**src/rtl/lsu_pkg.sv**
```systemverilog
// lsu_pkg: shared funct3 codes, FSM states and access-size helpers for lsu_mem_if.
package lsu_pkg;
  localparam logic [2:0] LB  = 3'b000;
  localparam logic [2:0] LH  = 3'b001;
  localparam logic [2:0] LW  = 3'b010;
  localparam logic [2:0] LD  = 3'b011;
  localparam logic [2:0] LBU = 3'b100;
  localparam logic [2:0] LHU = 3'b101;
  localparam logic [2:0] LWU = 3'b110;
  localparam logic [2:0] SB  = 3'b000;
  localparam logic [2:0] SH  = 3'b001;
  localparam logic [2:0] SW  = 3'b010;
  localparam logic [2:0] SD  = 3'b011;

  typedef enum logic [1:0] {IDLE, ACCESS, RESP} state_t;

  function automatic logic [3:0] lane_bytes(input logic [2:0] funct3);
    return 4'd1 << funct3[1:0];
  endfunction

  function automatic logic funct3_legal(input logic is_store, input logic [2:0] funct3, input logic xlen64);
    return is_store ? (!funct3[2] && (funct3 != SD || xlen64))
                    : ((funct3 == LD || funct3 == LWU) ? xlen64 : funct3 != 3'b111);
  endfunction
endpackage

```
**src/rtl/lsu_lane_align.sv**
```systemverilog
// lsu_lane_align: store lane steering, byte-enable generation and load shift/extend.
module lsu_lane_align
  import lsu_pkg::*;
#(
  parameter int XLEN = 32
) (
  input  logic [2:0]                funct3,
  input  logic [$clog2(XLEN/8)-1:0] lane,
  input  logic [XLEN-1:0]           wdata,
  input  logic [XLEN-1:0]           rdata,
  output logic [XLEN/8-1:0]         byte_en,
  output logic [XLEN-1:0]           wdata_lane,
  output logic [XLEN-1:0]           rdata_ext
);
  localparam int NB = XLEN / 8;
  logic [3:0]              size;
  logic [$clog2(XLEN)-1:0] sh;
  logic [XLEN-1:0]         rsh;
  logic [XLEN-1:0]         mask;
  logic                    sgn;
  always_comb begin
    size = lane_bytes(funct3);
    sh = {lane, 3'b000};
    byte_en = (size == 4'd1 ? NB'(1) : size == 4'd2 ? NB'(3) : size == 4'd4 ? NB'(15) : {NB{1'b1}}) << lane;
    wdata_lane = wdata << sh;
    rsh = rdata >> sh;
    mask = size == 4'd1 ? XLEN'(8'hFF) : size == 4'd2 ? XLEN'(16'hFFFF) : size == 4'd4 ? XLEN'(32'hFFFF_FFFF) : '1;
    sgn = !funct3[2] && (size == 4'd1 ? rsh[7] : size == 4'd2 ? rsh[15] : size == 4'd4 ? rsh[31] : 1'b0);
    rdata_ext = (rsh & mask) | ({XLEN{sgn}} & ~mask);
  end
endmodule

```
**src/rtl/lsu_mem_if.sv**
```systemverilog
// lsu_mem_if: multi-cycle RISC-V load/store unit with byte-lane steering and a ready timeout.
// Define LSU_MISALIGN_TRAP_EN to turn misaligned accesses into errors instead of aligning them down.
module lsu_mem_if
  import lsu_pkg::*;
#(
  parameter int XLEN    = 32,
  parameter int ADDR_W  = 32,
  parameter int TIMEOUT = 16
) (
  input  logic              clk,
  input  logic              rst_n,
  input  logic              req_valid,
  output logic              req_ready,
  input  logic              req_is_store,
  input  logic [2:0]        req_funct3,
  input  logic [ADDR_W-1:0] req_addr,
  input  logic [XLEN-1:0]   req_wdata,
  input  logic [4:0]        req_rd,
  output logic              rsp_valid,
  output logic              rsp_is_load,
  output logic [4:0]        rsp_rd,
  output logic [XLEN-1:0]   rsp_data,
  output logic              rsp_err,
  output logic              lsu_busy,
  output logic [ADDR_W-1:0] dmem_addr,
  output logic [XLEN-1:0]   dmem_wdata,
  input  logic [XLEN-1:0]   dmem_rdata,
  output logic              dmem_wen,
  output logic              dmem_ren,
  output logic [XLEN/8-1:0] byte_en,
  input  logic              dmem_ready
);
  localparam int LANE_W = $clog2(XLEN / 8);
  localparam int TW = $clog2(TIMEOUT + 2);

  state_t              state, state_nx;
  logic                st_q, err_q;
  logic [4:0]          rd_q;
  logic [2:0]          f3_q;
  logic [LANE_W-1:0]   lane_q;
  logic [XLEN-1:0]     data_q;
  logic [TW-1:0]       tcnt;
  logic [3:0]          size;
  logic [ADDR_W-1:0]   amask, aligned;
  logic                legal, misal, bad, tout;
  logic [2:0]          al_f3;
  logic [LANE_W-1:0]   al_lane;
  logic [XLEN/8-1:0]   al_be;
  logic [XLEN-1:0]     al_wdata, al_rdata;

  always_comb begin
    size = lane_bytes(req_funct3);
    amask = ADDR_W'(size - 4'd1);
    aligned = req_addr & ~amask;
    legal = funct3_legal(req_is_store, req_funct3, XLEN == 64);
    misal = |(req_addr & amask);
`ifdef LSU_MISALIGN_TRAP_EN
    bad = !legal || misal;
`else
    bad = !legal;
`endif
    tout = TIMEOUT > 0 && !dmem_ready && tcnt == TW'(TIMEOUT - 1);
    al_f3 = state == IDLE ? req_funct3 : f3_q;
    al_lane = state == IDLE ? aligned[LANE_W-1:0] : lane_q;
  end

  lsu_lane_align #(.XLEN(XLEN)) u_align (
    .funct3     (al_f3),
    .lane       (al_lane),
    .wdata      (req_wdata),
    .rdata      (dmem_rdata),
    .byte_en    (al_be),
    .wdata_lane (al_wdata),
    .rdata_ext  (al_rdata)
  );

  always_ff @(posedge clk or negedge rst_n)
    if (!rst_n) state <= IDLE;
    else state <= state_nx;

  always_comb begin
    state_nx = state == IDLE   ? (req_valid ? (bad ? RESP : ACCESS) : IDLE)
             : state == ACCESS ? ((dmem_ready || tout) ? RESP : ACCESS)
             : IDLE;
  end

  always_comb begin
    req_ready = state == IDLE;
    lsu_busy = state != IDLE;
    dmem_ren = state == ACCESS && !st_q;
    dmem_wen = state == ACCESS && st_q;
    rsp_valid = state == RESP;
    rsp_is_load = rsp_valid && !st_q;
    rsp_rd = rsp_valid ? rd_q : '0;
    rsp_err = rsp_valid && err_q;
    rsp_data = (rsp_valid && !err_q) ? data_q : '0;
  end

  // Request fields are captured once at accept and stay stable for the whole access.
  always_ff @(posedge clk or negedge rst_n)
    if (!rst_n) begin
      st_q <= 1'b0;
      err_q <= 1'b0;
      rd_q <= '0;
      f3_q <= '0;
      lane_q <= '0;
      data_q <= '0;
      tcnt <= '0;
      dmem_addr <= '0;
      dmem_wdata <= '0;
      byte_en <= '0;
    end else begin
      if (state == IDLE && req_valid) begin
        st_q <= req_is_store;
        err_q <= bad;
        rd_q <= req_rd;
        f3_q <= req_funct3;
        lane_q <= aligned[LANE_W-1:0];
        data_q <= '0;
        if (!bad) begin
          dmem_addr <= {aligned[ADDR_W-1:LANE_W], LANE_W'(0)};
          dmem_wdata <= al_wdata;
          byte_en <= al_be;
        end
      end
      if (state == ACCESS) begin
        tcnt <= (dmem_ready || tout) ? '0 : tcnt + TW'(1);
        if (dmem_ready) data_q <= st_q ? '0 : al_rdata;
        else if (tout) err_q <= 1'b1;
      end
    end
endmodule

```
**config.mk**
```make
export PLATFORM = sky130hd
export DESIGN_NAME = lsu_mem_if
export DESIGN_NICKNAME = d
export VERILOG_FILES = /design/src/rtl/lsu_pkg.sv /design/src/rtl/lsu_lane_align.sv /design/src/rtl/lsu_mem_if.sv
export SDC_FILE = /design/constraint.sdc
export NUM_CORES = 1
export LEC_CHECK = 0
export CAP_MARGIN = 5
export CORE_UTILIZATION = 45
export DETAILED_ROUTE_END_ITERATION = 8
export PLACE_DENSITY = 0.82
export SKIP_CTS_REPAIR_TIMING = 1
export SYNTH_ARGS = -nofsm -noshare
export SYNTH_HDL_FRONTEND = slang
export SYNTH_SLANG_ARGS = --single-unit
```
**constraint.sdc**
```tcl
create_clock -name clk -period 2.86 [get_ports clk]
set_input_delay 0.429 -clock clk [delete_from_list [all_inputs] [get_ports clk]]
set_output_delay 0.429 -clock clk [all_outputs]
set_load 0.1 [all_outputs]
```
# --- After elaboration in Yosys (flattened, before gate mapping) ---
# Index checks and enable logic that the tools add are counted.
word_totals:
  regBits: 117
  out_inout_bits: 112
  elab_cells: 81
classes:
  addsub: 2
  n_eq_ne: 10
  shifts: 5
  muxes: 27
  bitwise_logic: 6
  n_reduce_logical: 20
op_table:
  columns: ["cell", "count"]
  rows:
  - ["$mux W32", 7]
  - ["$and A32 B32 Y32", 3]
  - ["$not A32 Y32", 2]
  - ["$or A32 B32 Y32", 1]
  - ["$shl A32 B5 Y32", 1]
  - ["$shr A32 B5 Y32", 1]
  - ["$mux W2", 6]
  - ["$mux W5", 2]
  - ["$logic_and A1 B1 Y1", 9]
  - ["$mux W1", 9]
  - ["$mux W4", 2]
  - ["$shl A1 B2 Y4 const A", 2]
  - ["$logic_not A1 Y1", 6]
  - ["$add A5 B1 Y5 const B", 1]
  - ["$eq A5 B4 Y1 const B", 1]
  - ["$sub A4 B1 Y5 const B", 1]
  - ["$eq A4 B1 Y1 const B", 1]
  - ["$eq A4 B2 Y1 const B", 1]
  - ["$eq A4 B3 Y1 const B", 1]
  - ["$shl A4 B2 Y4", 1]
  - ["$eq A3 B2 Y1 const B", 1]
  - ["$eq A3 B3 Y1 const B", 1]
  - ["$mux W3", 1]
  - ["$ne A3 B2 Y1 const B", 1]
  - ["7 further kinds", 8]

# --- Depth between registers and ports, before layout ---
depth:
  ltp_word: 15
  depth_mapped: 10
  ltp_nobuf: 8

# --- Hierarchy ---
# From an unflattened synthesis, not the netlist that was laid out.
unflattened:
  cells_unflattened: 606
  area_unflattened_um2: 6175.9
modules_own_cells:
  columns: ["module", "instances", "cells_per_inst", "area_each_um2", "seq_area_each_um2"]
  rows:
  - ["lsu_mem_if", 1, 407, 4870.9, 2927.8]
  - ["lsu_lane_align", 1, 199, 1305.0, 0.0]

# --- Least setup slack after synthesis ---
# No wires, ideal clock.
synth_timing:
  kind: "register to output"
  start: "reg state[0]"
  end: "out rsp_err"
  arrival_time_ns: 2.189
  required_ns: 2.431
  slack_ns: 0.242
  stages_incl_launch_ff: 5
  path_buffers: 1
  path_cell_list: "dfrtp_1 buf_2 nand2b_1 inv_1 and2_1"
synth_via:
  elab_chain_cells: 2
synth_lines:
  columns: ["element", "line", "source"]
  rows:
  - ["from (decl)", "lsu_mem_if.sv:36", "state_t state, state_nx;"]
  - ["from (signal assigned)", "lsu_mem_if.sv:79", "else state <= state_nx;"]
  - ["$eq A2 B2 Y1", "lsu_mem_if.sv:92", "rsp_valid = state == RESP;"]
  - ["named net rsp_valid", "lsu_mem_if.sv:19", "output logic rsp_valid,"]
  - ["$logic_and A1 B1 Y1", "lsu_mem_if.sv:95", "rsp_err = rsp_valid && err_q;"]
  - ["to (decl)", "lsu_mem_if.sv:23", "output logic rsp_err,"]
# The timed path passes the listed nets, and every way through them passes these cells.

# --- Final worst setup path ---
layout_timing:
  start: "in req_funct3[0]"
  end: "reg data_q[14]"
layout_via:
  elab_chain_cells: 15
  word_cells_on_any_way: 23
  cone_classes: "1 x add/sub; 3 x eq/ne; 3 x shift; 9 x mux; 6 x bitwise; 1 x reduce/logical"
layout_lines:
  columns: ["element", "line", "source"]
  rows:
  - ["from (decl)", "lsu_mem_if.sv:15", "input logic [2:0] req_funct3,"]
  - ["$shl A1 B2 Y4", "lsu_pkg.sv:18", "return 4'd1 << funct3[1:0];"]
  - ["$sub A4 B1 Y5", "lsu_mem_if.sv:53", "amask = ADDR_W'(size - 4'd1);"]
  - ["$not A32 Y32", "lsu_mem_if.sv:54", "aligned = req_addr & ~amask;"]
  - ["$and A32 B32 Y32", "lsu_mem_if.sv:54", null]
  - ["$mux W2", "lsu_mem_if.sv:64", "al_lane = state == IDLE ? aligned[LANE_W-1:0] : lane_q;"]
  - ["$shr A32 B5 Y32", "lsu_lane_align.sv:26", "rsh = rdata >> sh;"]
  - ["$mux W1 (3 in a row)", "lsu_lane_align.sv:28", "sgn = !funct3[2] && (size == 4'd1 ? rsh[7] : size == 4'd2 ? rsh[15] : size == 4'd4 ? rsh[31] : 1'b0);"]
  - ["$logic_and A1 B1 Y1", "lsu_lane_align.sv:28", null]
  - ["$and A32 B32 Y32", "lsu_lane_align.sv:29", "rdata_ext = (rsh & mask) | ({XLEN{sgn}} & ~mask);"]
  - ["$or A32 B32 Y32 *", "lsu_lane_align.sv:29", null]
  - ["$mux W32 * (2 in a row)", "lsu_mem_if.sv:128", "if (dmem_ready) data_q <= st_q ? '0 : al_rdata;"]
  - ["$mux W32 *", "lsu_mem_if.sv:126", "if (state == ACCESS) begin"]
  - ["to (signal assigned)", "lsu_mem_if.sv:128", null]
  - ["to (decl)", "lsu_mem_if.sv:41", "logic [XLEN-1:0] data_q;"]
# Mark *: on every way between the ends. The rest lies on a longest branch, timed or not.
# A chain may end at the register's enable or synchronous reset.

==> flow_summary_export.csv <==
group,metric,value,unit
sta,period_needed,2600,ps
clock_tree,clock_latency,400,ps
sta,holdWs,70.6,ps
clock_tree,clock_tree.buffer_depth,2,
drt,drc,0,
die,fp.dieH,119,um
logic_synthesis,yosys_warnings,0,
logic_synthesis,synth_cell_types,53,
worst_setup_path,critPathRequiredTime,3170,ps
worst_setup_path,slowest_stage,"a211oi_1",
worst_setup_path,rr_endpoint,"data_q[1]",
sta,period_share,90.8,%
placed_design,portBuffers,218,
outcome,status,"finished clean",
worst_setup_path,worstPathCellList,"clkdlybuf4s50_1 -> nor2_1 -> inv_1 -> ha_1 -> and4bb_1 -> buf_4 -> o21ai_1 -> buf_4 -> a211oi_1 -> o31ai_4 -> o21ai_0",
sta,timing_max_transition_violations_final,0,
drt,via_per_inst,5.46,
final_layout,final_util,70.5,%
worst_setup_path,critPathBufInv,4,
clock_tree,h-tree-depth,4,
worst_setup_path,worstPathMaxFanout,7,
final_layout,n_fill_cell,1016,
global_routing,grt_pass1_vias,5679,
run,drv_cap,0,
worst_setup_path,crit_path_max_incr_delay,460,ps
die,fp.coreArea,0.0132,mm2
logic_synthesis,synth-seq-area-share,47.9,%
worst_setup_path,r2r_cells,6,
die,std_cell_rows,42,
drt,postRouteAntennaNets,0,
die,ioPinCount,221,
sta,rsz0062_at_grt,"false",
power,p_leak,4.27,nW
global_routing,grt_max_degree,64,
drt,first_pass_iters,5,
worst_hold_path,min_path_type,"in -> async",
sta,fmax,385,MHz
logic_synthesis,synth.most_common_cell,"dfrtp_1",
logic_synthesis,synthArstFlopShare,100,%
final_layout,drive_gt1_share,29.4,%
logic_synthesis,synth_seq_cells,117,
worst_setup_path,arrival,2910,ps
drt,wl_per_cell,18.0,um
logic_synthesis,synth_top_cell_area_share,47.9,%
die,die_w,119,um
placed_design,gp_congestion,0.915,
global_routing,overflow,0,
worst_setup_path,crit_type,"in -> reg",
sta,clock_skew,5.56,ps
worst_setup_path,r2r_setup_slack,290,ps
logic_synthesis,syn_avg_cell_area,10.2,um2
sta,timing.final.hold_violations,0,
worst_setup_path,crit_path_end_kind,"flop",
worst_setup_path,critPathMostFrequentCell,"buf_4",
clock_tree,clock-sinks,117,
clock_tree,cts_tree,"built",
worst_setup_path,rr_startpoint,"state[1]",
clock_tree,numCtsBuffers,17,
final_layout,multi_input_area,0.00295,mm2
logic_synthesis,yosys.area.top_type,"dfrtp_1",
logic_synthesis,syn_area,0.00611,mm2
final_layout,stdcell_count,1012,
logic_synthesis,synth_edf_count,0,
global_routing,grt_util_all_layers,26.9,%
die,start_util,46.1,%
logic_synthesis,synth_flop_cell,"dfrtp_1",
worst_setup_path,cp_top_family,"compound AO/OA/AOI/OAI gates",
sta,worst_slew_pin_slew,719,ps
clock_tree,cts_root_buffer,"clkbuf_16",
power,ir_drop,807,uV
sta,setup_viol,0,
final_layout,register_area,0.00293,mm2
worst_setup_path,worstSetupStartpointType,"primary input",
placed_design,dp.cells,980,
logic_synthesis,synth_common_cells,"117 x dfrtp_1, 105 x nand2_1, 71 x o21ai_0",
clock_tree,clkSlewWorstSetupHoldPaths,50,ps
sta,relSlewSlack,52.1,%
final_layout,syn2layout_area_growth,52.9,%
final_layout,diodes,0,
power,p_per_area,1090,mW/mm2
global_routing,antenna_found_initial,0,
global_routing,grt_pass1_wl,29.3,mm
die,die-area,0.0140,mm2
drt,wirelength,18.2,mm
logic_synthesis,syn_inst,596,
drt,initialDrtViolationCount,386,
final_layout,fin_nets,935,
logic_synthesis,synth.top_cells.by_area,"dfrtp_1 48%, mux2_2 7.7%, nand2_1 6.5%",
placed_design,dpl.hpwl,13.4,mm
drt,via_count,5527,
## cell families (layout without fill, tap and decap cells)
kind of cell	after synthesis	after routing	synth area share [%]
AO/OA/AOI/OAI	165	165	18.0
adder cells (fa/ha/maj)	3	3	0.615
buffers and inverters	50	289	4.34
flip-flops	117	117	47.9
multiplexers	73	73	14.6
other	1	2	0.0614
AND/OR/NAND/NOR	187	187	14.4
## flip-flops by register name, summed over array words and instances (netlist names)
name and flops:
dmem_wdata 32, state 2, byte_en 4, rd_q 5, data_q 32, f3_q 3
dmem_addr 30, tcnt 5, lane_q 2, err_q 1, st_q 1
## area by class of cell
cell class	count	share of cell area (%)
timing repair buffer	252	28.3
multi-input combinational	430	31.6
clock buffer	23	5.01
inverter	5	0.228
clock inverter	9	1.10
sequential	117	31.3
tap	176	2.36
## per-stage QoR
step,area (um2),setup WS [ps],power (mW),TNS (ps)
2_1_floorplan,6110,242,6.75,0
3_3_place_gp,8760,-43.5,8.06,-107
3_5_place_dp,8760,-199,8.18,-1570
4_1_cts,9330,220,10.3,0
5_1_grt,9340,44.6,10.6,0
6_report,9340,264,10.2,0
## worst max path at each step
stage	startpoint	to	slack (ps)	depth (start not counted)
2_1_floorplan	state[0]	rsp_err	240	4
6_report	req_funct3[0]	data_q[14]	260	11
4_1_cts	req_funct3[1]	data_q[8]	220	10
5_1_grt	req_funct3[1]	data_q[14]	40	11
3_5_place_dp	req_funct3[1]	data_q[8]	-200	10
3_3_place_gp	req_funct3[0]	data_q[10]	-40	10
## power by group
part           switching, mW  internal, mW
Clock                  0.719          1.32
Sequential             0.347          2.20
Combinational           4.23          1.39
## cell usage in the layout, fill, tap and decap left out, types with 3 or more instances in the layout
master and instances:
mux2i_1 19, o21ai_2 10, o21ai_0 71, mux2_2 42, clkbuf_1 4, a221oi_1 7
ha_1 3, clkdlybuf4s50_1 107, buf_12 39, mux2_4 4, buf_4 106, nand2b_1 6
nand2_1 105, a211oi_1 3, a21oi_1 5, clkinvlp_4 3, nor3_1 4, nand3_1 8
clkinv_2 4, dfrtp_1 117, nor2_1 13, clkbuf_16 17, mux4_2 7, inv_1 4
o21ai_1 9, a22oi_1 24, and2_1 39, a22o_1 16
## metal layers
metal | GRT usage, % | up-vias | part of all wire (%) | routed length (um)
met3 | 5.89 | 38 | 5.7 | 1030
met5 | 0 | - | 0 | 0
met2 | 46.5 | 218 | 52 | 9440
met4 | 12.7 | 0 | 2.9 | 527
met1 | 31.9 | 2684 | 39 | 7180
li1 | - | 2587 | - | -
(Power assumes the default switching activity.)
